`src/rtl/ip_blk_engine.sv`:
```
// Block-move engine: copies or sums LEN words of DATA_RAM starting at SRC and writes the result to DST.
// Latency: copy LEN*(2+RD_LAT), accumulate LEN*(1+RD_LAT)+1 cycles from the start edge to DONE; LEN=0 goes straight to FIN.
// Backpressure: none; it owns DATA_RAM port 2 while BUSY and ignores start edges until it is back in IDLE.
module ip_blk_engine #(
    parameter int BW     = 32,
    parameter int AW     = 10,
    parameter int RD_LAT = 1
) (
    input  logic          CLK,
    input  logic          RST,
    input  logic [31:0]   CONSIG,
    input  logic [BW-1:0] MEM_DOUT2,
    output logic          MEM_CSN,
    output logic [1:0]    MEM_WEN,
    output logic [AW-1:0] MEM_A,
    output logic [BW-1:0] MEM_DI2,
    output logic          BUSY,
    output logic          DONE
);

    localparam logic [2:0] S_IDLE = 3'd0;
    localparam logic [2:0] S_RD   = 3'd1;
    localparam logic [2:0] S_WAIT = 3'd2;
    localparam logic [2:0] S_WR   = 3'd3;
    localparam logic [2:0] S_FIN  = 3'd4;

    localparam int              WCW   = (RD_LAT > 1) ? $clog2(RD_LAT) : 1;
    localparam logic [WCW-1:0]  WLAST = WCW'(RD_LAT - 1);
    localparam logic [WCW-1:0]  WONE  = WCW'(1);
    localparam logic [AW-1:0]   ONE   = AW'(1);

    logic [2:0]     state;
    logic           start_q;
    logic           mode_r;
    logic [AW-1:0]  src_r;
    logic [AW-1:0]  dst_r;
    logic [AW-1:0]  len_r;
    logic [AW-1:0]  idx;
    logic [BW-1:0]  acc;
    logic [BW-1:0]  data_r;
    logic [WCW-1:0] wcnt;

    logic start_edge;
    logic last_word;

    assign start_edge = CONSIG[0] & ~start_q;
    // len_r is nonzero in every state that uses this, so the subtraction never underflows.
    assign last_word  = (idx == (len_r - ONE));

    // Sequencer: start-edge detection, field latching, word index, read wait and accumulator.
    always_ff @(posedge CLK) begin
        if (RST) begin
            state   <= S_IDLE;
            start_q <= 1'b0;
            mode_r  <= 1'b0;
            src_r   <= '0;
            dst_r   <= '0;
            len_r   <= '0;
            idx     <= '0;
            acc     <= '0;
            data_r  <= '0;
            wcnt    <= '0;
        end else begin
            start_q <= CONSIG[0];
            case (state)
                S_IDLE: begin
                    if (start_edge) begin
                        mode_r <= CONSIG[1];
                        src_r  <= CONSIG[11:2];
                        dst_r  <= CONSIG[21:12];
                        len_r  <= CONSIG[31:22];
                        idx    <= '0;
                        acc    <= '0;
                        state  <= (CONSIG[31:22] == 10'd0) ? S_FIN : S_RD;
                    end
                end
                S_RD: begin
                    wcnt  <= '0;
                    state <= S_WAIT;
                end
                S_WAIT: begin
                    if (wcnt == WLAST) begin
                        data_r <= MEM_DOUT2;
                        if (mode_r) begin
                            acc <= acc + MEM_DOUT2;
                            if (last_word) begin
                                state <= S_WR;
                            end else begin
                                idx   <= idx + ONE;
                                state <= S_RD;
                            end
                        end else begin
                            state <= S_WR;
                        end
                    end else begin
                        wcnt <= wcnt + WONE;
                    end
                end
                S_WR: begin
                    if (mode_r || last_word) begin
                        state <= S_FIN;
                    end else begin
                        idx   <= idx + ONE;
                        state <= S_RD;
                    end
                end
                S_FIN:   state <= S_IDLE;
                default: state <= S_IDLE;
            endcase
        end
    end

    // RAM port drive and status decoded from the current state; the RAM is deselected outside RD and WR.
    always_comb begin
        MEM_CSN = 1'b0;
        MEM_WEN = 2'b11;
        MEM_A   = '0;
        MEM_DI2 = '0;
        BUSY    = (state != S_IDLE);
        DONE    = (state == S_FIN);
        case (state)
            S_RD: begin
                MEM_CSN = 1'b1;
                MEM_A   = src_r + idx;
            end
            S_WR: begin
                MEM_CSN = 1'b1;
                MEM_WEN = 2'b01;
                if (mode_r) begin
                    MEM_A   = dst_r;
                    MEM_DI2 = acc;
                end else begin
                    MEM_A   = dst_r + idx;
                    MEM_DI2 = data_r;
                end
            end
            default: ;
        endcase
    end

endmodule

```
`config.mk`:
```
export PLATFORM = sky130hd
export DESIGN_NAME = ip_blk_engine
export DESIGN_NICKNAME = d
export VERILOG_FILES = /design/src/rtl/ip_blk_engine.sv
export SDC_FILE = /design/constraint.sdc
export NUM_CORES = 1
export LEC_CHECK = 0
export CORE_MARGIN = 8
export CORE_UTILIZATION = 55
export CTS_CLUSTER_DIAMETER = 200
export DETAILED_ROUTE_END_ITERATION = 12
export HOLD_SLACK_MARGIN = 0.12
export PLACE_DENSITY = 0.81
export SYNTH_ARGS = -nofsm -noshare
export SYNTH_HDL_FRONTEND = slang
export SYNTH_SLANG_ARGS = --single-unit
```
`constraint.sdc`:
```
create_clock -name CLK -period 3.6 [get_ports CLK]
set_clock_uncertainty 0.1 [all_clocks]
set_input_delay 0.36 -clock CLK [delete_from_list [all_inputs] [get_ports CLK]]
set_output_delay 0.36 -clock CLK [all_outputs]
set_load 0.1 [all_outputs]
```
==> metrics.sh <==
OUTCOME='finished clean'
FINAL_UTIL=0.702
FIN_CRIT_SH=0.947
CLK_PIN_SLEW_WORST_PATHS_NS=0.08
HOLD_PATH_CLASS='reg2reg'
FIRST_PASS_ITERS=5
CRITICAL_PATH.STARTPOINT_TYPE='register'
FINAL_DESIGN_AREA_NO_FILL_UM2=9230
DRCVIOLATIONCOUNT=0
NNETSFINAL=1159
ANTENNA_CELLS_INSERTED=0
FINALMAXSLEWVIOLATIONS=0
INITIAL_UTIL=0.557
SLOWEST_STAGE='sky130_fd_sc_hd__dfxtp_1'
CRITICAL_PATH_BUF_INV_COUNT=1
CTS_TREE='yes'
POWER.STATIC_LEAKAGE_nW=3.65
CORE-AREA_UM2=13100
ROUTED_WL_UM=19300
GRT_USE_TOTAL=0.215
PATH_CELLS='ha_1, fa_1, a21o_1, a21oi_1, o21bai_1, a21oi_1, xor2_1, o21ai_0, a21oi_1, nor2_2, buf_12'
YOSYS.CELL_TYPES.COUNT=72
RELATIVE_SLEW_MARGINS=0.173
ANT_NETS=0
OVERFLOW=0
NUMBER_OF_CTS_INSERTED_BUFFERS=9
GPL.FINAL_WEIGHTED_CONGESTION=0.933
POSTSYNTH.ASYNCRESETSHARE=0
SYNTH_FP_NETS=1078
MAPPEDNETLISTAREA_UM2=7320
AREA_GROWTH_SYN_TO_LAYOUT_PCT=26.1
NUMBER_OF_ENDPOINTS_WITH_NEGATIVE_HOLD_SLACK_IN_THE_FINAL_REPORT=0
STANDARD_CELL_ROW_COUNT=42
TIMING.HOLD.WS_NS=0.355
CTS_MAX_PATH_BUFFERS=2
POWER_DENSITY_nW_PER_UM2=324
STDCELL_COUNT=1220
CLOCK_SINK_COUNT=109
RR_STARTPOINT='acc[0]'
POSTPLACECELLAREA_UM2=8880
SYNTH_ENABLE_FLOP_CELLS=0
DESIGN.PORTCOUNT=113
GATE_FAMILY_RESPONSIBLE_FOR_THE_MOST_DELAY_ALONG_THE_WORST_PATH='compound AO/OA/AOI/OAI gates'
MAXCLOCKFREQUENCY_MHz=293
TIMING.FINAL.SETUP_VIOLATIONS=0
MAX_STAGE_DELAY_NS=0.42
VIA_PER_INST=5.76
YS_SEQ_AREA_FRAC=0.298
AVGROUTEDWIREPERCELL_UM=15.8
TIMING.CRITICAL_PATH.ARRIVAL_NS=2.95
SYNTH_WARNINGS=0
RSZ0062_AT_GRT='no'
X_DIMENSION_OF_THE_DIE_UM=131
CLK_LAT_WORST_SKEW_NS=0.36
POST_SYNTH_INST_COUNT=958
TIMING.CRITICAL_PATH.MODE_CELL='sky130_fd_sc_hd__a21oi_1'
CRITPATHREQUIREDTIME_NS=3.14
GRT_PASS1_VIAS=6723
CRIT_PATH_START='idx[0]'
DRT-INITIAL-DRC-COUNT=499
FIN_CRIT_NS=3.41
CAP_VIOL_MAX_COUNT=0
TRANSITION_AT_THE_PIN_WITH_THE_SMALLEST_MAX_TRANSITION_SLACK_NS=1.24
CP-END-KIND='output pin'
VIAS=7029
POSTSYNTHREGISTERBITS=109
CLOCK_TREE.ROOT_CELL='sky130_fd_sc_hd__clkbuf_16'
GRT_PASS1_WL_UM=31600
FLOORPLAN.DIE_AREA_UM2=17300
H-TREE-DEPTH=3
SYNTH_FLOP_CELL='sky130_fd_sc_hd__dfxtp_1'
CRITPATHMAXFANOUT=6
DIE_H_UM=131
POST_SYNTHESIS_AVERAGE_CELL_AREA_UM2=7.64
IO_BUFFER_COUNT=111
TOTAL_SETUP_BUFFERS_INSERTED_AFTER_CTS=0
MIN-DELAY-START='data_r[24]'
DP_HPWL_UM=14200
FINAL_LAYOUT_SIZE_SUFFIX_GT1_FRAC=0.0967
LARGEST_NET_DEGREE_AT_THE_START_OF_GLOBAL_ROUTING=41
ANTENNA_FOUND_INITIAL=0
CRITICALPATHCATEGORY='reg2out'
VDD.IR_DROP.WORST_uV=229
FIN_SETUP_TNS_NS=0
PLACE.DETAILED.INSTANCES=1204
[layout by cell type, fill, tap and decap left out, types with 11 or more instances in the layout]
| master | count |
|---|---|
| sky130_fd_sc_hd__nor2_1 | 85 |
| sky130_fd_sc_hd__ha_1 | 51 |
| sky130_fd_sc_hd__xnor2_1 | 23 |
| sky130_fd_sc_hd__a21oi_1 | 115 |
| sky130_fd_sc_hd__a22oi_1 | 11 |
| sky130_fd_sc_hd__clkdlybuf4s50_1 | 64 |
| sky130_fd_sc_hd__xor2_1 | 25 |
| sky130_fd_sc_hd__dfxtp_1 | 108 |
| sky130_fd_sc_hd__o21ai_0 | 37 |
| sky130_fd_sc_hd__buf_4 | 20 |
| sky130_fd_sc_hd__inv_1 | 20 |
| sky130_fd_sc_hd__nand2_1 | 179 |
| sky130_fd_sc_hd__nand3_1 | 18 |
| sky130_fd_sc_hd__nor3_1 | 14 |
| sky130_fd_sc_hd__or3_1 | 11 |
| sky130_fd_sc_hd__mux2i_1 | 40 |
| sky130_fd_sc_hd__o21ai_1 | 14 |
| sky130_fd_sc_hd__a21o_1 | 20 |
| sky130_fd_sc_hd__buf_12 | 37 |
[through the flow]
stage	setup WS [ns]	total power, mW
after global placement	0.118	1.89
after CTS	0.0766	3.01
after detailed placement	0.0477	1.91
final	0.191	2.99
after floorplan	-0.0324	1.72
after global routing	0.00864	3.12
[worst reg2reg max path, cell delays in order (launching register included)]
cell                       delay (ns)
sky130_fd_sc_hd__dfxtp_1         0.33
sky130_fd_sc_hd__ha_1            0.23
sky130_fd_sc_hd__fa_1            0.42
sky130_fd_sc_hd__a21oi_1         0.18
sky130_fd_sc_hd__o21ai_0         0.17
sky130_fd_sc_hd__a211oi_2        0.34
sky130_fd_sc_hd__or3_4           0.21
sky130_fd_sc_hd__a21oi_4         0.05
sky130_fd_sc_hd__o311a_1         0.38
sky130_fd_sc_hd__or3_1           0.31
sky130_fd_sc_hd__a32o_1          0.24
[layer usage]
layer | global-route usage | wire length (µm) | vias to the layer above
met5 | 0 | 0 | -
met4 | 0.0753 | 437 | 0
met3 | 0.0484 | 755 | 33
met2 | 0.382 | 9520 | 155
met1 | 0.249 | 8590 | 3289
li1 | - | - | 3552
[power breakdown]
group / internal (mW) / total (mW) / leakage [nW] / switching, mW
Clock: 0.649 / 1.11 / 0.162 / 0.462
Sequential: 1.25 / 1.30 / 0.884 / 0.0451
Combinational: 0.235 / 0.585 / 2.61 / 0.350
[sequential cells by signal, indices dropped and copies added, names as in the netlist]
| register | count |
|---|---|
| acc | 32 |
| data_r | 32 |
| dst_r | 10 |
| idx | 10 |
| len_r | 10 |
| mode_r | 1 |
| src_r | 10 |
| start_q | 1 |
| state | 3 |
[layout make-up]
class	count	area, µm²
Tap cell	176	220
Inverter	21	78.8
Clock inverter	5	81.3
Fill cell	1105	3910
Clock buffer	11	253
Sequential cell	109	2180
Timing Repair Buffer	122	1540
Multi-Input combinational cell	776	4870
[synth_stat cells, drive strengths merged, types with 5 or more instances]
master	number	area (µm²)
dfxtp	109	2180
nand2	179	672
nor2	89	337
nand4	6	43.8
or3	12	80.1
nor3b	6	45.0
ha	51	638
o21a	5	37.5
nand2b	9	56.3
nor3	17	95.1
nand3	18	90.1
xor2	26	246
o21bai	10	75.1
a21oi	120	619
clkbuf	39	146
nor2b	5	31.3
mux2i	40	400
a22oi	11	82.6
a211oi	7	62.6
buf	13	75.1
a21o	20	150
o21ai	51	255
a31oi	5	31.3
a32o	5	50.1
inv	20	75.1
nor4	6	52.6
xnor2	23	201
[logic make-up after synthesis]
| kind of cell | synth area share |
|---|---|
| buffers and inverters | 0.0410 |
| and+or+nand+nor | 0.219 |
| xor gates and xnor gates | 0.0612 |
| other | 0.000512 |
| adders and majority gates | 0.0954 |
| DFF | 0.298 |
| muxes | 0.0547 |
| AOI/OAI and AO/OA | 0.230 |
[timing repair]
item                                    4_1_cts  5_1_grt
resized for setup                             0        4
hold buffers                                  0        0
endpoints found under the setup margin        0        3
[path summary, 6_finish.rpt]
path / to / slack (ns) / depth (start not counted)
worst min register to register: data_r[24] / 0.36 / 2
worst max-delay path: MEM_A[6] / 0.19 / 11
worst min-delay path: data_r[24] / 0.36 / 2
worst max register to register: acc[28] / 0.53 / 10
(Power assumes the default switching activity.)
